$ cat src/rtl/wb_uart_tx_fifo.sv
// Wishbone-style UART transmitter with a small TX FIFO, W1C status register
// (TI / OVF) and an 8N1 serializer running at BAUD_PERIOD clocks per bit.
module wb_uart_tx_fifo #(
  parameter int unsigned FIFO_DEPTH      = 4,
  parameter int unsigned BAUD_PERIOD     = 868,
  parameter logic [7:0]  REG_ADDR_TXDATA = 8'h99,
  parameter logic [7:0]  REG_ADDR_TXSTAT = 8'h98
) (
  input  logic       clk,
  input  logic       reset,
  input  logic       stb_i,
  input  logic       we_i,
  input  logic [7:0] adr_wr_i,
  input  logic [7:0] adr_rd_i,
  input  logic [7:0] dat_i,
  output logic [7:0] dat_o,
  output logic       ack_o,
  output logic       UART_TXD,
  output logic       SCON_TI,
  output logic       tx_busy
);

  localparam int unsigned PTR_W = (FIFO_DEPTH > 1) ? $clog2(FIFO_DEPTH) : 1;
  localparam int unsigned CNT_W = PTR_W + 1;
  localparam int unsigned TMR_W = (BAUD_PERIOD > 1) ? $clog2(BAUD_PERIOD) : 1;

  localparam logic [1:0] S_IDLE  = 2'd0;
  localparam logic [1:0] S_START = 2'd1;
  localparam logic [1:0] S_DATA  = 2'd2;
  localparam logic [1:0] S_STOP  = 2'd3;

  logic [7:0]       mem_q [FIFO_DEPTH];
  logic [PTR_W-1:0] wr_ptr_q, wr_ptr_d;
  logic [PTR_W-1:0] rd_ptr_q, rd_ptr_d;
  logic [CNT_W-1:0] count_q, count_d;
  logic [1:0]       state_q, state_d;
  logic [TMR_W-1:0] timer_q, timer_d;
  logic [2:0]       bit_idx_q, bit_idx_d;
  logic [7:0]       shift_q, shift_d;
  logic             txd_q, txd_d;
  logic             ti_q, ti_d;
  logic             ovf_q, ovf_d;
  logic             busy_q, busy_d;

  logic wr_data_c, wr_stat_c, empty_c, full_c, push_c, pop_c, timer_done_c, ti_set_c;

  assign wr_data_c    = stb_i & we_i & (adr_wr_i == REG_ADDR_TXDATA);
  assign wr_stat_c    = stb_i & we_i & (adr_wr_i == REG_ADDR_TXSTAT);
  assign empty_c      = (count_q == '0);
  assign full_c       = (count_q == CNT_W'(FIFO_DEPTH));
  assign push_c       = wr_data_c & ~full_c;
  assign pop_c        = (state_q == S_IDLE) & ~empty_c;
  assign timer_done_c = (timer_q == TMR_W'(BAUD_PERIOD - 1));

  // Zero-wait-state bus: ack and read data are combinational
  assign ack_o = stb_i;

  always_comb begin
    dat_o = 8'h00;
    if (adr_rd_i == REG_ADDR_TXSTAT) begin
      dat_o = {3'b000, ovf_q, busy_q, full_c, empty_c, ti_q};
    end
  end

  assign UART_TXD = txd_q;
  assign SCON_TI  = ti_q;
  assign tx_busy  = busy_q;

  // FIFO pointer/count bookkeeping
  always_comb begin
    wr_ptr_d = wr_ptr_q;
    rd_ptr_d = rd_ptr_q;
    count_d  = count_q;
    if (push_c) wr_ptr_d = wr_ptr_q + PTR_W'(1);
    if (pop_c)  rd_ptr_d = rd_ptr_q + PTR_W'(1);
    case ({push_c, pop_c})
      2'b10:   count_d = count_q + CNT_W'(1);
      2'b01:   count_d = count_q - CNT_W'(1);
      default: count_d = count_q;
    endcase
  end

  always_ff @(posedge clk) begin
    if (push_c) mem_q[wr_ptr_q] <= dat_i;
  end

  // Serializer next-state; txd is computed one cycle ahead so the line is registered
  always_comb begin
    state_d   = state_q;
    timer_d   = timer_done_c ? '0 : timer_q + TMR_W'(1);
    bit_idx_d = bit_idx_q;
    shift_d   = shift_q;
    txd_d     = txd_q;
    ti_set_c  = 1'b0;
    case (state_q)
      S_IDLE: begin
        timer_d = '0;
        txd_d   = 1'b1;
        if (pop_c) begin
          shift_d = mem_q[rd_ptr_q];
          state_d = S_START;
          txd_d   = 1'b0;
        end
      end
      S_START: begin
        if (timer_done_c) begin
          state_d   = S_DATA;
          bit_idx_d = 3'd0;
          txd_d     = shift_q[0];
        end
      end
      S_DATA: begin
        if (timer_done_c) begin
          if (bit_idx_q == 3'd7) begin
            state_d = S_STOP;
            txd_d   = 1'b1;
          end else begin
            shift_d   = shift_q >> 1;
            bit_idx_d = bit_idx_q + 3'd1;
            txd_d     = shift_q[1];
          end
        end
      end
      S_STOP: begin
        txd_d = 1'b1;
        if (timer_done_c) begin
          state_d  = S_IDLE;
          ti_set_c = 1'b1;
        end
      end
      default: begin
        state_d = S_IDLE;
        txd_d   = 1'b1;
      end
    endcase
    busy_d = (state_d != S_IDLE);
  end

  // Sticky flags: a set in the same cycle as a W1C clear wins
  assign ti_d  = ti_set_c | (ti_q & ~(wr_stat_c & dat_i[0]));
  assign ovf_d = (wr_data_c & full_c) | (ovf_q & ~(wr_stat_c & dat_i[4]));

  always_ff @(posedge clk or posedge reset) begin
    if (reset) begin
      wr_ptr_q  <= '0;
      rd_ptr_q  <= '0;
      count_q   <= '0;
      state_q   <= S_IDLE;
      timer_q   <= '0;
      bit_idx_q <= 3'd0;
      shift_q   <= 8'h00;
      txd_q     <= 1'b1;
      ti_q      <= 1'b0;
      ovf_q     <= 1'b0;
      busy_q    <= 1'b0;
    end else begin
      wr_ptr_q  <= wr_ptr_d;
      rd_ptr_q  <= rd_ptr_d;
      count_q   <= count_d;
      state_q   <= state_d;
      timer_q   <= timer_d;
      bit_idx_q <= bit_idx_d;
      shift_q   <= shift_d;
      txd_q     <= txd_d;
      ti_q      <= ti_d;
      ovf_q     <= ovf_d;
      busy_q    <= busy_d;
    end
  end

endmodule

$ cat config.mk
export PLATFORM = sky130hd
export DESIGN_NAME = wb_uart_tx_fifo
export DESIGN_NICKNAME = d
export VERILOG_FILES = /design/src/rtl/wb_uart_tx_fifo.sv
export SDC_FILE = /design/constraint.sdc
export NUM_CORES = 1
export LEC_CHECK = 0
export ABC_AREA = 1
export BUFFER_PORTS_ARGS = -buffer_cell sky130_fd_sc_hd__buf_2
export CAP_MARGIN = 20
export CORE_MARGIN = 4
export CORE_UTILIZATION = 30
export CTS_CLUSTER_SIZE = 14
export DETAILED_ROUTE_END_ITERATION = 10
export SLEW_MARGIN = 20
export SYNTH_ARGS = -nofsm -noshare
export SYNTH_HDL_FRONTEND = slang
export SYNTH_SLANG_ARGS = --single-unit
export TNS_END_PERCENT = 30
$ cat constraint.sdc
create_clock -name clk -period 2.5 [get_ports clk]
set_input_delay 0.25 -clock clk [delete_from_list [all_inputs] [get_ports clk]]
set_output_delay 0.25 -clock clk [all_outputs]
set_load 0.01 [all_outputs]
==> results.yml <==
grt:
  antenna_found_initial: 0
  grt_overflow: 0
  grt_usage_pct: 10.8
  grt_start_max_net_pins: 20
  grt_pass1_wl_um: 10800
  grt_pass1_vias: 2411
critical_path:
  critPathRequiredTime_ps: 2710
  cp_slowest_cell: "dfrtp_1"
  crit_type: "register to register"
  path_cells: "nor2_2 > nand2_1 > inv_2 > ha_1 > inv_1 > fa_1 > a21oi_1 > o21ai_0 > xor2_1"
  max_stage_delay_ps: 450
  critPathArrivalTime_ps: 2370
  path_max_fanout: 6
  start_kind: "register"
  end_kind: "register"
  path_buf_inv: 2
  critPathTopFamily: "adder cells"
placement:
  gp_congestion: 0.802
  port_buffers: 36
  dp_hpwl_um: 4420
  dp_cells: 510
  dp_slack_ps: 329
clock_network:
  post-cts-setup-buffers: 0
  cts_buffers: 9
  clk_pin_slew_ps: 80
  clockRootBuffer: "clkbuf_8"
  htreeDepth: 3
  cts_tree: "built"
  clkSinkCount: 66
  clkLatencyLatePin_ps: 330
  clk_path_buf_depth: 2
sta:
  slew_viol_final: 0
  tightestPinTransition_ps: 602
  finalWorstSetupSlack_ps: 345
  rsz0062_at_grt: "false"
  fin_crit_sh_pct: 86.2
  finalHoldViolCount: 0
  fin_tns_setup_ps: 0
  hold_slack_ps: 129
  fin_crit_ps: 2160
  setup_viol: 0
  maxSlewHeadroom_pct: 59.8
  clock.fmax_mhz: 464
  fin_skew_ps: 10.6
flow_run:
  cap_violations: 0
synthesis:
  avgSynthCellArea_um2: 9.34
  muxShareOfSynthArea_pct: 0.315
  synth_top_family_by_area: "simple AND/OR/NAND/NOR gates"
  yosys.area_share.simple_pct: 27.2
  synth-adder-area-share_pct: 3.78
  ys_types: 35
  synth_seq_cells: 66
  synth_ff_type: "dfrtp_1"
  synth_compound_area_share_pct: 2.48
  yosys_warnings: 0
  async_flop_share_pct: 51.5
  yosys-top-cells-area: "edfxtp_1 30%, dfrtp_1 26%, nand2_1 12%"
  synth_common_cells: "104 x nand2_1, 41 x nand3_1, 33 x dfrtp_1"
  yosysTopAreaCellShare_pct: 30.2
  synth-edff-count: 32
  synth_top_cell_by_area: "edfxtp_1"
  ys_seq_area_share_pct: 57.1
  syn_area_mm2: 0.00318
  synth_xor_area_share_pct: 1.65
  synth_most_common_cell: "nand2_1"
  syn-instance-count: 340
die:
  start_util_pct: 30.8
  coreArea_mm2: 0.0103
  die_x_um: 111
  pin_count: 40
  rows: 37
  dieArea_mm2: 0.0123
  fp.dieH_um: 111
layout:
  final_net_count: 423
  final_cells: 527
  fillers: 1030
  diodes: 0
  utilization_pct: 36.2
  syn_to_final_growth_pct: 17.5
  drive_above_1_share_pct: 20.7
route:
  drc: 0
  detail-route-antenna-nets: 0
  wirelength_um: 6150
  detail_route.wl_per_cell_um: 11.7
  drtIter0Drc: 73
  drt-vias-per-instance: 4.36
  firstDrtPassIters: 4
  num_vias: 2300
outcome:
  status: "finished clean"
power:
  power_density_mw_per_mm2: 588
  ir_drop_mv: 0.324
  leakage_uw: 0.00175
hold_path:
  min_path_type: "primary input to register"
cell type report:
class,count,area (µm²),area share [%]
clock inverters,7,98.8,2.65
clock buffers,9,124,3.32
inverters,39,148,3.95
multi-input cells,226,1140,30.5
well taps,136,170,4.56
flip-flops and latches,66,1810,48.6
repair buffers,44,243,6.50
power breakdown:
part	switching (µW)	leakage, µW	total, µW	internal (µW)
logic	35.0	0.000939	59.2	24.2
clock network	421	0.000112	991	570
registers	3.00	0.000700	1150	1140
flip-flops by register name, indices dropped and copies added, names as in the netlist:
name,count
UART_TXD,1
SCON_TI,1
count_q,3
mem_q,32
tx_busy,1
ovf_q,1
state_q,2
rd_ptr_q,2
timer_q,10
shift_q,8
wr_ptr_q,2
bit_idx_q,3
per-stage QoR:
step / power, µW / cell area (µm²)
floorplan: 1200 / 3180
detailed placement: 1230 / 3500
CTS: 2230 / 3730
finish: 2200 / 3730
global placement: 1230 / 3500
global route: 2290 / 3730
kinds of logic (layout without fill, tap and decap cells):
kind of cell / Yosys count / count (layout)
buffers and inverters: 50 / 99
muxes: 1 / 1
other: 1 / 3
DFF: 66 / 66
adders and majority gates: 9 / 9
AOI/OAI and AO/OA: 12 / 12
and+or+nand+nor: 195 / 195
xor gates and xnor gates: 6 / 6
path summary, 6_finish.rpt:
check | from | to | slack [ps] | cells past startpoint
worst max-delay path | state_q[0] | count_q[2] | 340 | 9
worst min register to register | timer_q[0] | timer_q[0] | 470 | 1
max in group asynchronous | reset | shift_q[0] | 1270 | 4
min in group asynchronous | reset | timer_q[7] | 530 | 3
worst min-delay path | dat_i[5] | mem_q[0][5] | 130 | 1
worst max register to register | state_q[0] | count_q[2] | 340 | 9
per-layer routing:
metal / track usage (%) / vias to the layer above / wire (µm)
met4: 3.28 / 0 / 53
met3: 3.44 / 6 / 250
met1: 12.5 / 1078 / 2730
li1: - / 1181 / -
met2: 18.9 / 35 / 3120
met5: 0 / - / 0
cell usage in the layout, fill, tap and decap left out, types with 4 or more instances in the layout:
master    count
xor2_1        4
nor2_2        4
dfrtp_1      33
buf_2        36
edfxtp_1     32
clkbuf_8      9
inv_2         7
buf_4         7
nand2_2       4
nand2_1     104
nand4_1       5
ha_1          8
nand3_1      41
inv_1        31
nor2_1       28
what timing repair did:
item,CTS,global route
hold endpoints to repair,14,0
resized for setup,0,0
hold buffers,1,0
No activity file was read; power rests on OpenSTA's default activity.
